**src/rtl/mul_accumulator.sv**
```systemverilog
// mul_accumulator: burst multiply-accumulate over a 2x2 array multiplier (top).
// Define MULACC_SAT_EN to saturate acc on overflow instead of wrapping.
module top (
  input  logic [1:0] a,
  input  logic [1:0] b,
  output logic [3:0] y
);
  logic p01, p10, p11, c1;
  assign p10 = a[1] & b[0];
  assign p01 = a[0] & b[1];
  assign p11 = a[1] & b[1];
  assign c1  = p10 & p01;
  assign y   = {p11 & c1, p11 ^ c1, p10 ^ p01, a[0] & b[0]};
endmodule

module mul_accumulator #(
  parameter int ACC_W = 6,
  parameter int LEN_W = 4
) (
  input  logic             clk,
  input  logic             rst_n,
  input  logic             start,
  input  logic [LEN_W-1:0] len,
  input  logic             in_valid,
  output logic             in_ready,
  input  logic [1:0]       in_a,
  input  logic [1:0]       in_b,
  output logic             busy,
  output logic             out_valid,
  input  logic             out_ready,
  output logic [ACC_W-1:0] out_acc,
  output logic             out_ovf
);
  localparam logic [1:0] IDLE  = 2'd0;
  localparam logic [1:0] ACCUM = 2'd1;
  localparam logic [1:0] DONE  = 2'd2;
  logic [1:0]       state;
  logic [LEN_W-1:0] cnt;
  logic [ACC_W-1:0] acc;
  logic             ovf;
  logic [3:0]       prod;
  logic [ACC_W:0]   sum;
  top u_mul (.a(in_a), .b(in_b), .y(prod));
  assign sum       = {1'b0, acc} + {{(ACC_W-3){1'b0}}, prod};
  assign in_ready  = state == ACCUM;
  assign out_valid = state == DONE;
  assign busy      = in_ready | out_valid;
  assign out_acc   = acc;
  assign out_ovf   = ovf;
  always_ff @(posedge clk or negedge rst_n) begin
    if (!rst_n) begin
      state <= IDLE;
      cnt   <= '0;
      acc   <= '0;
      ovf   <= 1'b0;
    end else if (state == IDLE) begin
      if (start) begin
        cnt   <= len;
        acc   <= '0;
        ovf   <= 1'b0;
        state <= (len == '0) ? DONE : ACCUM;
      end
    end else if (state == ACCUM) begin
      if (in_valid) begin
`ifdef MULACC_SAT_EN
        acc <= (ovf || sum[ACC_W]) ? '1 : sum[ACC_W-1:0];
`else
        acc <= sum[ACC_W-1:0];
`endif
        ovf <= ovf | sum[ACC_W];
        cnt <= cnt - 1'b1;
        if (cnt == LEN_W'(1)) state <= DONE;
      end
    end else if (out_ready) begin
      state <= IDLE;
    end
  end
endmodule

```
**config.mk**
```make
export PLATFORM = sky130hd
export DESIGN_NAME = mul_accumulator
export DESIGN_NICKNAME = d
export VERILOG_FILES = /design/src/rtl/mul_accumulator.sv
export SDC_FILE = /design/constraint.sdc
export NUM_CORES = 1
export LEC_CHECK = 0
export BUFFER_PORTS_ARGS = -buffer_cell sky130_fd_sc_hd__buf_4
export CAP_MARGIN = 20
export CORE_MARGIN = 4
export CORE_UTILIZATION = 50
export CTS_BUF_LIST = sky130_fd_sc_hd__clkbuf_8
export DETAILED_ROUTE_END_ITERATION = 16
export MAX_ROUTING_LAYER = met4
export PLACE_DENSITY = 0.75
export SYNTH_ARGS = -nofsm -noshare
export SYNTH_HDL_FRONTEND = slang
export SYNTH_HIERARCHICAL = 1
export SYNTH_SLANG_ARGS = --single-unit
```
**constraint.sdc**
```tcl
create_clock -name clk -period 1.8 [get_ports clk]
set_input_delay 0.18 -clock clk [delete_from_list [all_inputs] [get_ports clk]]
set_output_delay 0.18 -clock clk [all_outputs]
set_load 0.005 [all_outputs]
```
* Word level (Yosys, flattened, before mapping)
Index checks and enable logic that the tools add are counted.
Storage, ports and cells: memories kept 0, register bits after elaboration 13, input port bits 13, word-level logic and storage cells 48, output and inout port bits 10, bits in latches 0, memory bits (writable) 0, bits in read-only memories 0
Cells by class: bitwise gates (word level) 10, divide/modulo/power cells 0, equal/unequal tests 6, shifts and indexed selects 0, reductions and logical operators 7, muxes and demuxes 19, order comparisons 0, multiply operators 0, add/subtract/negate cells 2
Operators with widths (count):
- 2-to-1 mux 6 bit | 4
- 2-to-1 mux 4 bit | 4
- 2-to-1 mux 2 bit | 7
- adder 6 x 4 -> 7 bit | 1
- AND 1 bit | 6
- == test 4 x 1 -> 1 bit (second input constant) | 1
- zero test 4 bit | 1
- 2-to-1 mux 1 bit | 4
- AND reduction 4 bit | 1
- nonzero test 2 bit | 2
- subtractor 4 x 1 -> 4 bit (second input constant) | 1
- inequality test 3 x 1 -> 1 bit (second input constant) | 1
- inequality test 3 x 2 -> 1 bit (second input constant) | 1
- AND reduction 3 bit | 1
- nonzero test 3 bit | 1
- == test 2 x 1 -> 1 bit (second input constant) | 1
- == test 2 bit (second input constant) | 1
- zero test 2 bit | 1
- inequality test 2 bit (second input constant) | 1
- OR 1 bit | 2
- bitwise XOR 1 bit | 2

* Longest topological paths before layout
Gate-level depths: netlist (run 1).
word-level depth 8, gate-level depth with buffers 8, mapped depth without buffers 8

* Modules after synthesis
The synthesis (run 1) kept the hierarchy.
By module, submodules not included:
- mul_accumulator | instances 1, sequential area each 325.3 sq um, area an instance 889.6 sq um, cells each 89
- top | instances 1, sequential area each 0.0 sq um, area an instance 50.0 sq um, cells each 6

* Worst setup path after synthesis (run 1)
No wires, ideal clock.
path type input -> register, start point input in_b[0], end point register acc[5] (netlist: out_acc[5]), data required time 1723 ps, setup slack 46 ps, arrival time 1677 ps, cell stages on the path 8, path through and2_1 > ha_1 > ha_1 > ha_1 > o21ai_0 > o21bai_1 > a31o_1 > a21oi_1
Between the ends: word-level cells in the longest chain between the ends 7, elaborated cells between the ends (all ways) 10
Ends and longest elaborated chain:
- start, declared | line 27 | input logic [1:0] in_b,
- AND 1 bit | line 9 | assign p10 = a[1] & b[0];
- AND 1 bit | line 12 | assign c1 = p10 & p01;
- bitwise XOR 1 bit | line 13 | assign y = {p11 & c1, p11 ^ c1, p10 ^ p01, a[0] & b[0]};
- via prod[2] | line 41 | logic [3:0] prod;
- adder 6 x 4 -> 7 bit | line 44 | assign sum = {1'b0, acc} + {{(ACC_W-3){1'b0}}, prod};
- 2-to-1 mux 6 bit | line 64 | if (in_valid) begin
- 2-to-1 mux 6 bit | line 63 | end else if (state == ACCUM) begin
- 2-to-1 mux 6 bit | line 56 | end else if (state == IDLE) begin
- end signal, assigned | line 68 | acc <= sum[ACC_W-1:0];
- end, declared | line 39 | logic [ACC_W-1:0] acc;
The timed path passes the listed nets, and every way through them passes these cells. The select of a mux whose other input is x is not followed. A chain may end at the register's enable or synchronous reset.

* Worst setup path in the final report (run 1)
Same ends and word-level chain as after synthesis.

==> summary.json, run 1 <==
{
  "outcome": "completed",
  "ys_seq_elements": 13,
  "netlist-cell-type-count": 33,
  "cts.sink_count": 13,
  "clk_latency_ns": 0.25,
  "worstMarginPinSlew_ns": 0.470,
  "htreeDepth": 1,
  "fp-row-count": 15,
  "global_route.overflow_total": 0,
  "die-area_mm2": 0.00264,
  "finalWorstPathRequiredPeriod_ns": 1.70,
  "ys_seq_area_share_pct": 34.6,
  "wl_per_cell_um": 14.4,
  "power_leakage_nw": 0.592,
  "cp.depth": 9,
  "timing.critical_path.from": "in_b[0]",
  "hold_ws_ns": 0.179,
  "initial_antenna_violation_count": 0,
  "die_w_um": 51.4,
  "total_power_mw": 1.53,
  "layout.cells.most_common": "sky130_fd_sc_hd__buf_4",
  "die_h_um": 51.4,
  "antenna-diode-count": 0,
  "critical_path.slowest_cell": "sky130_fd_sc_hd__ha_1",
  "globalRouteMet3Util_pct": 6.71,
  "timing_max_transition_violations_final": 0,
  "final.setup_skew_ns": 0.00513,
  "hold_viol": 0,
  "layout-drive-gt1-share_pct": 28.7,
  "fin_tns_setup_ns": 0,
  "largest_net_degree_at_the_start_of_global_routing": 14,
  "total_cts_buffers": 3,
  "reg2regPathDepth": 6,
  "synth_top_cell_area_share_pct": 34.6,
  "vias": 813,
  "worst_hold_path.num_cells": 3,
  "port_buffers": 22,
  "max_cap_violations": 0,
  "ant_nets": 0,
  "hold_start": "len[1]",
  "critPathBufInv": 1,
  "synth_area_per_cell_um2": 9.89,
  "critical_path.max_fanout": 4,
  "synth_to_layout_area_growth_pct": 26.8,
  "final_net_count": 149,
  "synthDominantAreaCellType": "sky130_fd_sc_hd__dfrtp_1",
  "clock_tree.buffer_depth": 2,
  "busiest_layer": "met2",
  "cp-start-kind": "input port",
  "detail_route.first_pass.iterations": 4,
  "power.density_cell_area_mw_per_mm2": 1280,
  "finalCritPeriodShare_pct": 94.3,
  "worst-endpoint-arrival_ns": 1.87,
  "place_congestion": 0.907,
  "top_level_ports": 23,
  "crit_path_cell_trace": "buf_4 -> and2_1 -> ha_1 -> ha_1 -> ha_1 -> a211oi_2 -> o21bai_1 -> a31o_1 -> a21oi_1",
  "timing.rr.start": "out_acc[0]$_DFFE_PN0P_",
  "grt.met1_usage_pct": 19.7,
  "timing.critical_path.required_ns": 1.97,
  "drt_iter0_drc": 21,
  "crit_path_end_kind": "register",
  "grt_pass1_vias": 854,
  "globalRouteMet2Util_pct": 30.7,
  "core_area_mm2": 0.00175,
  "crit_path_frequent_cell": "sky130_fd_sc_hd__ha_1",
  "rsz_0062_raised_after_global_routing": "false",
  "clk_root_buffer_cell": "sky130_fd_sc_hd__clkbuf_8",
  "mappedNetlistNets": 121,
  "detail_route.wirelength_mm": 2.11,
  "postLayoutCoreUtil_pct": 68.2,
  "synth-warning-count": 6,
  "synth.cell_area_um2": 940,
  "critical-path-max-stage-delay_ns": 0.27,
  "critical-path-top-delay-family": "compound AO/OA/AOI/OAI gates",
  "crit_type": "in2reg",
  "clk_transition_reported_paths_ns": 0.06,
  "hold_class": "in2reg",
  "post_synth_main_area_contributors": "sky130_fd_sc_hd__dfrtp_1, sky130_fd_sc_hd__ha_1, sky130_fd_sc_hd__o21ai_0, sky130_fd_sc_hd__nand2_1, sky130_fd_sc_hd__and2_1",
  "relSlewSlack_pct": 68.2,
  "vdd.ir_drop.worst_v": 0.000849,
  "drcViolationCount": 0,
  "grt_pass1_wl_mm": 3.48,
  "most_frequent_cells_in_the_layout": "sky130_fd_sc_hd__buf_4, sky130_fd_sc_hd__dfrtp_1, sky130_fd_sc_hd__ha_1",
  "setup_viol": 0,
  "global_route.usage.total_pct": 18.8,
  "dp_wirelength_mm": 1.54,
  "fmax_ghz": 0.589,
  "viasPerCell": 5.53,
  "syn-instance-count": 95,
  "initial_cell_density_of_the_core_pct": 53.8,
  "cts_tree": "built"
}
==> state kept, by name, indices dropped and copies added, names as in the netlist <==
signal,cells
out_acc,6
out_ovf,1
cnt,4
state,2
==> path summary, 6_finish.rpt <==
path | to | slack, ns
worst max-delay path | out_acc[5]$_DFFE_PN0P_ | 0.10
worst min-delay path | cnt[1]$_DFFE_PN0P_ | 0.18
worst max register to register | out_ovf$_DFFE_PN0P_ | 0.11
worst min register to register | out_acc[0]$_DFFE_PN0P_ | 0.52
max in group asynchronous | out_acc[2]$_DFFE_PN0P_ | 1.32
min in group asynchronous | state[1]$_DFFE_PN0P_ | 0.31
==> power breakdown <==
group          internal, mW  leakage (nW)  switching, mW
registers             0.387         0.169         0.0865
clock network         0.153        0.0255          0.110
logic                 0.382         0.397          0.410
==> cell usage after synthesis (all sizes together) <==
master   number
a22oi         3
buf           3
fa            1
nand4b        1
o21ai         9
xnor2         2
nor3          2
o31ai         1
a211oi        1
dfrtp        13
nand3b        1
ha           12
nand2b        3
inv           5
and3b         1
a31o          1
a41oi         1
nand2        10
nand3         1
mux2i         2
a32o          1
a21oi         3
o21bai        1
nor2          7
o41ai         1
o221ai        2
nand4         1
o2bb2ai       1
and2          5
==> final cells by class <==
class / count / area (um2)
clock buffers: 3 / 41.3
fillers: 152 / 554
well taps: 25 / 31.3
repair buffers: 26 / 198
clock inverters: 1 / 5.00
multi-input cells: 74 / 572
flip-flops and latches: 13 / 325
inverters: 5 / 18.8
==> worst reg2reg max path, cell delays in order, from the launching register on <==
cell                      delay, ns
sky130_fd_sc_hd__dfrtp_1       0.40
sky130_fd_sc_hd__ha_1          0.25
sky130_fd_sc_hd__fa_1          0.44
sky130_fd_sc_hd__nand3_1       0.14
sky130_fd_sc_hd__nand2_1       0.07
sky130_fd_sc_hd__a41oi_1       0.20
sky130_fd_sc_hd__nor2_1        0.06
==> per-stage QoR <==
| step | instances | instance area (um2) | worst slack [ns] |
|---|---|---|---|
| floorplan | 95 | 940 | 0.0461 |
| global placement | 142 | 1130 | -0.0922 |
| detailed placement | 142 | 1130 | -0.162 |
| CTS | 147 | 1190 | 0.0833 |
| global route | 147 | 1190 | 0.0166 |
| finish | 147 | 1190 | 0.103 |
==> cells by family after synthesis <==
kind of cell	share of synthesized area [%]
AO/OA/AOI/OAI	19.4
XOR/XNOR	1.86
adder cells (fa/ha/maj)	18.1
buffers and inverters	4.53
flip-flops	34.6
multiplexers	2.13
AND/OR/NAND/NOR	19.3
==> repair_timing <==
action                     in CTS  in global routing
gates resized for setup         0                  1
setup endpoints to repair       0                  1
hold endpoints to repair       13                  0
setup buffers                   0                  0
hold buffers                    1                  0
==> per-layer routing <==
metal,up-vias,wire length [um],share of wire [%]
met1,383,848,40
met2,28,1070,50
li1,395,-,-
met5,-,0,0
met3,7,142,6.7
met4,0,57,2.7
(Power assumes the default switching activity.)
==> run 2: changes to the inputs <==
Settings changed: PLACE_DENSITY 0.75 to 0.86.
==> run 2 against run 1 <==
Critical path depth stayed put. Setup slack lost 0.043 ns. Clock-buffer cell count stayed put. Clock power decreased by 3%. Largest power group unchanged. Largest cell class unchanged. Fmax decreased by 2.5%. Power is 0.30% higher. First-iteration DRC count shrank 24%. Utilization increased by 0.79 points.
==> summary.json, run 2 (synthesis results as in run 1) <==
{
  "clk_transition_reported_paths": {"value": 0.05, "unit": "ns", "change": "about the same"},
  "initial_cell_density_of_the_core": {"value": 53.8, "unit": "%", "change": "unchanged"},
  "worst-endpoint-arrival": {"value": 1.91, "unit": "ns", "change": "+0.04 ns"},
  "met1_length": {"value": 838, "unit": "um", "change": "-1.2%"},
  "largest_net_degree_at_the_start_of_global_routing": {"value": 14, "change": "unchanged"},
  "drt_iter0_drc": {"value": 16, "change": "-24%"},
  "initial_antenna_violation_count": {"value": 0, "change": "unchanged"},
  "post_placement_cell_area": {"value": 0.00115, "unit": "mm2", "change": "+1.3%"},
  "viasPerCell": {"value": 5.62, "change": "+1.7%"},
  "finalWorstPathRequiredPeriod": {"value": 1.74, "unit": "ns", "change": "+0.0431 ns"},
  "vias": {"value": 838, "change": "+3.1%"},
  "top_layer_used": "met4",
  "flip_flop_count_of_the_largest_register_all_copies_and_words_added": {"value": 6, "change": "unchanged"},
  "reg2regPathDepth": {"value": 6, "change": "unchanged"},
  "detail_route.wirelength": {"value": 2.16, "unit": "mm", "change": "+2.3%"},
  "cts.sink_count": {"value": 13, "change": "unchanged"},
  "die-area": {"value": 0.00264, "unit": "mm2", "change": "unchanged"},
  "fmax": {"value": 0.575, "unit": "GHz", "change": "-2.5%"},
  "routed-wl-met2": {"value": 1.18, "unit": "mm", "change": "+11%"},
  "critical_path.max_fanout": {"value": 4, "change": "unchanged"},
  "relSlewSlack": {"value": 68.8, "unit": "%", "change": "+0.51 points"},
  "ant_nets": {"value": 0, "change": "unchanged"},
  "hold_class": "in2reg",
  "global_route.usage.total": {"value": 18.8, "unit": "%", "change": "-0.063 points"},
  "finalCritPeriodShare": {"value": 96.6, "unit": "%", "change": "+2.4 points"},
  "htreeDepth": {"value": 1, "change": "unchanged"},
  "crit_type": "in2reg",
  "layout.filler_cells": {"value": 144, "change": "-5.3%"},
  "grt_pass1_wl": {"value": 3.64, "unit": "mm", "change": "+4.6%"},
  "die_w": {"value": 51.4, "unit": "um", "change": "unchanged"},
  "vdd.ir_drop.worst": {"value": 0.000990, "unit": "V", "change": "+17%"},
  "layout-drive-gt1-share": {"value": 29.0, "unit": "%", "change": "+0.34 points"},
  "cell_area_after_layout": {"value": 0.00120, "unit": "mm2", "change": "+1.2%"},
  "clk_root_buffer_cell": "sky130_fd_sc_hd__clkbuf_8",
  "most_frequent_cells_in_the_layout": "sky130_fd_sc_hd__buf_4, sky130_fd_sc_hd__dfrtp_1, sky130_fd_sc_hd__ha_1",
  "top_level_ports": {"value": 23, "change": "unchanged"},
  "total_cts_buffers": {"value": 3, "change": "unchanged"},
  "wl_per_cell": {"value": 14.5, "unit": "um", "change": "+0.90%"},
  "detail_route.first_pass.iterations": {"value": 4, "change": "unchanged"},
  "core_area": {"value": 0.00175, "unit": "mm2", "change": "unchanged"},
  "port_buffers": {"value": 22, "change": "unchanged"},
  "final.setup_skew": {"value": 0.00275, "unit": "ns", "change": "-0.00238 ns"},
  "max_cap_violations": {"value": 0, "change": "unchanged"},
  "routed_wl_met3": {"value": 121, "unit": "um", "change": "-15%"},
  "dp_wirelength": {"value": 1.68, "unit": "mm", "change": "+9.2%"},
  "timing.critical_path.required": {"value": 1.97, "unit": "ns", "change": "about the same"},
  "timing_max_transition_violations_final": {"value": 0, "change": "unchanged"},
  "global_route.overflow_total": {"value": 0, "change": "unchanged"},
  "crit_path_end_kind": "register",
  "total_power": {"value": 1.53, "unit": "mW", "change": "+0.30%"},
  "worst_hold_path.num_cells": {"value": 3, "change": "unchanged"},
  "fp-row-count": {"value": 15, "change": "unchanged"},
  "worstMarginPinSlew": {"value": 0.463, "unit": "ns", "change": "-0.00751 ns"},
  "outcome": "completed",
  "synth_to_layout_area_growth_pct": 28.2,
  "setup_viol": {"value": 0, "change": "unchanged"},
  "clk_latency": {"value": 0.24, "unit": "ns", "change": "about the same"},
  "layout.cells.most_common": "sky130_fd_sc_hd__buf_4",
  "hold_viol": {"value": 0, "change": "unchanged"},
  "cp-start-kind": "input port",
  "clock_tree.buffer_depth": {"value": 2, "change": "unchanged"},
  "rsz_0062_raised_after_global_routing": "false",
  "grt_pass1_vias": {"value": 884, "change": "+3.5%"},
  "cts_tree": "built",
  "final_net_count": {"value": 151, "change": "+1.3%"},
  "power_leakage": {"value": 0.604, "unit": "nW", "change": "+2.0%"},
  "power.density_cell_area": {"value": 1270, "unit": "mW/mm2", "change": "-0.85%"},
  "drcViolationCount": {"value": 0, "change": "unchanged"},
  "antenna-diode-count": {"value": 0, "change": "unchanged"},
  "place_congestion": {"value": 0.857, "change": "-5.5%"},
  "die_h": {"value": 51.4, "unit": "um", "change": "unchanged"}
}
-- run 2: path summary, 6_finish.rpt --
path | start | endpoint | slack [ns]
setup / recovery | in_b[0] | out_acc[5]$_DFFE_PN0P_ | 0.06
hold / removal | len[1] | cnt[1]$_DFFE_PN0P_ | 0.16
setup reg to reg | out_acc[0]$_DFFE_PN0P_ | out_ovf$_DFFE_PN0P_ | 0.17
hold reg to reg | out_ovf$_DFFE_PN0P_ | out_ovf$_DFFE_PN0P_ | 0.51
max in group asynchronous | rst_n | cnt[0]$_DFFE_PN0P_ | 1.31
min in group asynchronous | rst_n | out_acc[0]$_DFFE_PN0P_ | 0.32
-- run 2: per-layer routing --
| layer | GRT usage (%) | vias to the layer above |
|---|---|---|
| li1 | - | 397 |
| met1 | 19.5 | 409 |
| met2 | 35.0 | 30 |
| met3 | 3.50 | 2 |
| met4 | 6.99 | 0 |
| met5 | - | - |
-- run 2: area by class of cell --
class | count | area, um2 | area share (%)
clock buffers | 3 | 41.3 | 3.43
clock inverters | 1 | 3.75 | 0.312
inverters | 5 | 18.8 | 1.56
multi-input cells | 74 | 572 | 47.5
flip-flops and latches | 13 | 325 | 27.0
well taps | 25 | 31.3 | 2.60
repair buffers | 28 | 213 | 17.7
-- run 2: repair_timing --
| action | in CTS | in global routing |
|---|---|---|
| endpoints found under the setup margin | 0 | 1 |
| buffers inserted | 0 | 0 |
| hold buffers | 1 | 0 |
| gates resized for setup | 0 | 1 |
| hold endpoints to repair | 13 | 0 |
-- run 2: critical path: stages --
cell and delay (ns):
sky130_fd_sc_hd__buf_4 0.11, sky130_fd_sc_hd__and2_1 0.15, sky130_fd_sc_hd__ha_1 0.19, sky130_fd_sc_hd__ha_1 0.27
sky130_fd_sc_hd__ha_1 0.33, sky130_fd_sc_hd__o21ai_1 0.20, sky130_fd_sc_hd__o21bai_1 0.11, sky130_fd_sc_hd__a31o_1 0.24
sky130_fd_sc_hd__a21oi_1 0.13
-- run 2: through the flow --
stage | hold slack [ns] | util [%] | cells | setup TNS, ns | setup slack, ns
floorplan | -0.116 | - | 95 | 0 | 0.0461
global placement | 0.0354 | 65.9 | 144 | -0.167 | -0.108
detailed placement | 0.0376 | 65.9 | 144 | -0.325 | -0.217
CTS | 0.167 | 69.0 | 149 | 0 | 0.0285
global route | 0.178 | 69.0 | 149 | 0 | 0.00219
finish | 0.165 | 69.0 | 149 | 0 | 0.0603
-- run 2: power breakdown --
part	leakage [nW]	switching, mW	internal [mW]
clock network	0.0269	0.105	0.151
logic	0.408	0.407	0.398
registers	0.169	0.0852	0.387
total	0.604	0.598	0.935
==> run 3: changes to the inputs <==
Settings changed: ABC_AREA from default to 1, PLACE_DENSITY 0.86 to 0.87, REMOVE_ABC_BUFFERS from default to 1.
==> run 3 against run 2 <==
Global-route usage up 0.13 points. Largest cell class unchanged. Synthesized cell count up 19%. Critical path depth down 1. Power up 1.9%. Sequential share of layout area up 0.20 points. Utilization down 0.50 points. Fmax up 5.3%. Critical endpoint is now out_acc[4]$_DFFE_PN0P_. Highest routed layer unchanged. Cell area down 0.73%. Clock-buffer cell count unchanged. Sequential cell count unchanged.
==> summary.json, run 3 <==
{
  "reg2reg_slack": {"value": 0.15, "unit": "ns", "change": "-0.02 ns"},
  "finalWorstPathRequiredPeriod": {"value": 1.65, "unit": "ns", "change": "-0.0871 ns"},
  "dp_wirelength": {"value": 1.62, "unit": "mm", "change": "-3.3%"},
  "worst_hold_path.num_cells": {"value": 3, "change": "unchanged"},
  "worst-endpoint-arrival": {"value": 1.79, "unit": "ns", "change": "-0.12 ns"},
  "ys_seq_area_share": {"value": 35.3, "unit": "%", "change": "+0.66 points"},
  "ys_seq_elements": {"value": 13, "change": "unchanged"},
  "routed_wl_met3": {"value": 118, "unit": "um", "change": "-2.5%"},
  "port_buffers": {"value": 22, "change": "unchanged"},
  "clock_tree.buffer_depth": {"value": 2, "change": "unchanged"},
  "core_area": {"value": 0.00175, "unit": "mm2", "change": "unchanged"},
  "asr_flop_ratio_synth": {"value": 100, "unit": "%", "change": "unchanged"},
  "detail_route.wirelength": {"value": 2.16, "unit": "mm", "change": "about the same"},
  "drcViolationCount": {"value": 0, "change": "unchanged"},
  "post-cts-setup-buffer-count": {"value": 0, "change": "unchanged"},
  "crit_type": "reg2reg",
  "synth_top_cell_area_share": {"value": 35.3, "unit": "%", "change": "+0.66 points"},
  "synth_area_per_cell": {"value": 8.16, "unit": "um2", "change": "-17%"},
  "outcome": "completed",
  "hold_ws": {"value": 0.161, "unit": "ns", "change": "-0.00389 ns"},
  "post_synth_main_area_contributors": "sky130_fd_sc_hd__dfrtp_1, sky130_fd_sc_hd__ha_1, sky130_fd_sc_hd__nand2_1, sky130_fd_sc_hd__inv_1, sky130_fd_sc_hd__o21ai_0",
  "fp-row-count": {"value": 15, "change": "unchanged"},
  "power.density_cell_area": {"value": 1310, "unit": "mW/mm2", "change": "+2.6%"},
  "rsz_0062_raised_after_global_routing": "false",
  "vdd.ir_drop.worst": {"value": 0.000814, "unit": "V", "change": "-18%"},
  "synth_edf_count": {"value": 0, "change": "unchanged"},
  "crit_path_end_kind": "register",
  "final_net_count": {"value": 168, "change": "+11%"},
  "htreeDepth": {"value": 1, "change": "unchanged"},
  "place_congestion": {"value": 0.831, "change": "-3.1%"},
  "reg2regPathDepth": {"value": 8, "change": "+2"},
  "clk_transition_reported_paths": {"value": 0.06, "unit": "ns", "change": "about the same"},
  "relSlewSlack": {"value": 75.6, "unit": "%", "change": "+6.8 points"},
  "met1_length": {"value": 817, "unit": "um", "change": "-2.5%"},
  "layout_setup_ws": {"value": 0.147, "unit": "ns", "change": "+0.0871 ns"},
  "routed-wl-met2": {"value": 1.17, "unit": "mm", "change": "-0.68%"},
  "worst_hold_path_ep": "cnt[1]$_DFFE_PN0P_",
  "max_cap_violations": {"value": 0, "change": "unchanged"},
  "detail_route.first_pass.iterations": {"value": 5, "change": "+1"},
  "initial_antenna_violation_count": {"value": 0, "change": "unchanged"},
  "power_leakage": {"value": 0.659, "unit": "nW", "change": "+9.1%"},
  "global_route.overflow_total": {"value": 0, "change": "unchanged"},
  "wl_per_cell": {"value": 13.0, "unit": "um", "change": "-10%"},
  "top_level_ports": {"value": 23, "change": "unchanged"},
  "r2r_end": "out_acc[4]$_DFFE_PN0P_",
  "cts_tree": "built",
  "syn-instance-count": {"value": 113, "change": "+19%"},
  "flip_flop_count_of_the_largest_register_all_copies_and_words_added": {"value": 6, "change": "unchanged"},
  "finalCritPeriodShare": {"value": 91.8, "unit": "%", "change": "-4.8 points"},
  "die_w": {"value": 50.9, "unit": "um", "change": "-0.79%"},
  "synthDominantAreaCellType": "sky130_fd_sc_hd__dfrtp_1",
  "layout-drive-gt1-share": {"value": 25.5, "unit": "%", "change": "-3.5 points"},
  "setup_viol": {"value": 0, "change": "unchanged"},
  "viasPerCell": {"value": 5.16, "change": "-8.2%"},
  "initial_cell_density_of_the_core": {"value": 52.8, "unit": "%", "change": "-1.0 points"},
  "hold_class": "in2reg",
  "worstMarginPinSlew": {"value": 0.365, "unit": "ns", "change": "-0.0975 ns"},
  "layout.cells.most_common": "sky130_fd_sc_hd__nand2_1",
  "postLayoutCoreUtil": {"value": 68.5, "unit": "%", "change": "-0.50 points"},
  "synth_top_flop_cell": "sky130_fd_sc_hd__dfrtp_1",
  "ant_nets": {"value": 0, "change": "unchanged"},
  "global_route.usage.total": {"value": 18.9, "unit": "%", "change": "+0.13 points"},
  "cts.sink_count": {"value": 13, "change": "unchanged"},
  "timing.critical_path.required": {"value": 1.93, "unit": "ns", "change": "-0.04 ns"},
  "place_ws": {"value": -0.0370, "unit": "ns", "change": "+0.180 ns"},
  "timing.rr.start": "out_acc[0]$_DFFE_PN0P_",
  "hold_start": "len[1]",
  "die-area": {"value": 0.00260, "unit": "mm2", "change": "-1.6%"},
  "die_h": {"value": 50.9, "unit": "um", "change": "-0.79%"},
  "antenna-diode-count": {"value": 0, "change": "unchanged"},
  "clk_root_buffer_cell": "sky130_fd_sc_hd__clkbuf_8",
  "hold_viol": {"value": 0, "change": "unchanged"},
  "total_power": {"value": 1.56, "unit": "mW", "change": "+1.9%"},
  "grt_pass1_wl": {"value": 3.52, "unit": "mm", "change": "-3.2%"},
  "grt_pass1_vias": {"value": 872, "change": "-1.4%"},
  "largest_net_degree_at_the_start_of_global_routing": {"value": 14, "change": "unchanged"},
  "total_cts_buffers": {"value": 3, "change": "unchanged"},
  "synthMostInstantiatedCell": "sky130_fd_sc_hd__nand2_1",
  "clk_latency": {"value": 0.24, "unit": "ns", "change": "about the same"},
  "synth-warning-count": {"value": 6, "change": "unchanged"},
  "synth.cell_area": {"value": 922, "unit": "um2", "change": "-1.9%"},
  "vias": {"value": 857, "change": "+2.3%"},
  "finish.cell_count_without_fillers": {"value": 166, "change": "+11%"},
  "netlist_top_cells_count": "sky130_fd_sc_hd__nand2_1, sky130_fd_sc_hd__inv_1, sky130_fd_sc_hd__dfrtp_1",
  "placed_cells_incl_taps": {"value": 161, "change": "+12%"},
  "netlist-cell-type-count": {"value": 21, "change": "-36%"},
  "drt_iter0_drc": {"value": 13, "change": "-3"},
  "synth_to_layout_area_growth_pct": 29.7,
  "fmax": {"value": 0.605, "unit": "GHz", "change": "+5.3%"},
  "most_frequent_cells_in_the_layout": "sky130_fd_sc_hd__nand2_1, sky130_fd_sc_hd__buf_4, sky130_fd_sc_hd__inv_1",
  "top_layer_used": "met4",
  "final.setup_skew": {"value": 0.00158, "unit": "ns", "change": "-0.00117 ns"},
  "timing_max_transition_violations_final": {"value": 0, "change": "unchanged"},
  "cp-start-kind": "register",
  "critical_path.max_fanout": {"value": 3, "change": "-1"}
}
## run 3: changes by cell type after synthesis, moves of 2 or more
cell,delta
sky130_fd_sc_hd__and2_1,-5
sky130_fd_sc_hd__inv_1,+12
sky130_fd_sc_hd__inv_2,+3
sky130_fd_sc_hd__mux2i_1,-2
sky130_fd_sc_hd__nand2_1,+21
sky130_fd_sc_hd__nand2b_1,-3
sky130_fd_sc_hd__nand3_1,+6
sky130_fd_sc_hd__nor3_1,-2
sky130_fd_sc_hd__o31ai_1,+2
sky130_fd_sc_hd__xnor2_1,-2
## run 3: cell type report
type                       instances  area (um2)
fill                             156         549
clock buffer                       3        41.3
sequential                        13         325
timing repair buffer              24         183
multi-input combinational         79         528
tap                               25        31.3
clock inverter                     1        3.75
inverter                          21        83.8
## run 3: kinds of logic after synthesis
| kind of cell | Yosys count | synth area share (%) |
|---|---|---|
| AO/OA/AOI/OAI | 18 | 12.5 |
| XOR/XNOR | 1 | 0.950 |
| adder cells (fa/ha/maj) | 13 | 18.5 |
| buffers and inverters | 21 | 9.09 |
| flip-flops | 13 | 35.3 |
| AND/OR/NAND/NOR | 47 | 23.7 |
## run 3: worst max path at each step
stage | endpoint | startpoint | cells after the start
6_report | out_acc[4]$_DFFE_PN0P_ | out_acc[0]$_DFFE_PN0P_ | 8
5_1_grt | out_acc[5]$_DFFE_PN0P_ | state[0]$_DFFE_PN0P_ | 10
4_1_cts | out_acc[5]$_DFFE_PN0P_ | state[0]$_DFFE_PN0P_ | 9
3_5_place_dp | out_acc[5]$_DFFE_PN0P_ | in_b[0] | 14
3_3_place_gp | out_acc[4]$_DFFE_PN0P_ | in_b[0] | 12
2_1_floorplan | out_acc[5]$_DFFE_PN0P_ | in_b[0] | 13
## run 3: per-stage QoR
stage	setup TNS (ns)	instance area (um2)
2_1_floorplan	0	922
3_3_place_gp	0	1130
3_5_place_dp	-0.0639	1130
4_1_cts	0	1180
5_1_grt	0	1200
6_report	0	1200
## run 3: power breakdown
| group | leakage [nW] | switching (mW) | internal (mW) | total, mW |
|---|---|---|---|---|
| Combinational | 0.464 | 0.477 | 0.366 | 0.843 |
| Sequential | 0.168 | 0.0689 | 0.388 | 0.457 |
| Clock | 0.0269 | 0.112 | 0.151 | 0.263 |
## run 3: critical path: stages, from the launching register on
cell and delay [ns]:
sky130_fd_sc_hd__dfrtp_1 0.39, sky130_fd_sc_hd__ha_1 0.24, sky130_fd_sc_hd__fa_1 0.39, sky130_fd_sc_hd__nand2_1 0.10
sky130_fd_sc_hd__nand2_1 0.06, sky130_fd_sc_hd__nand2_1 0.06, sky130_fd_sc_hd__nand2_1 0.08, sky130_fd_sc_hd__a21oi_1 0.15
sky130_fd_sc_hd__nor2_1 0.06
## run 3: repair_timing
action	4_1_cts	5_1_grt
endpoints found under the setup margin	0	3
hold buffers	1	0
resized for setup	0	2
endpoints found under the hold margin	13	0
## run 3: metal layers
layer | up-vias | global-route usage (%)
met2 | 34 | 33.9
met1 | 397 | 19.1
li1 | 420 | -
met4 | 0 | 10.8
met5 | - | -
met3 | 6 | 3.50
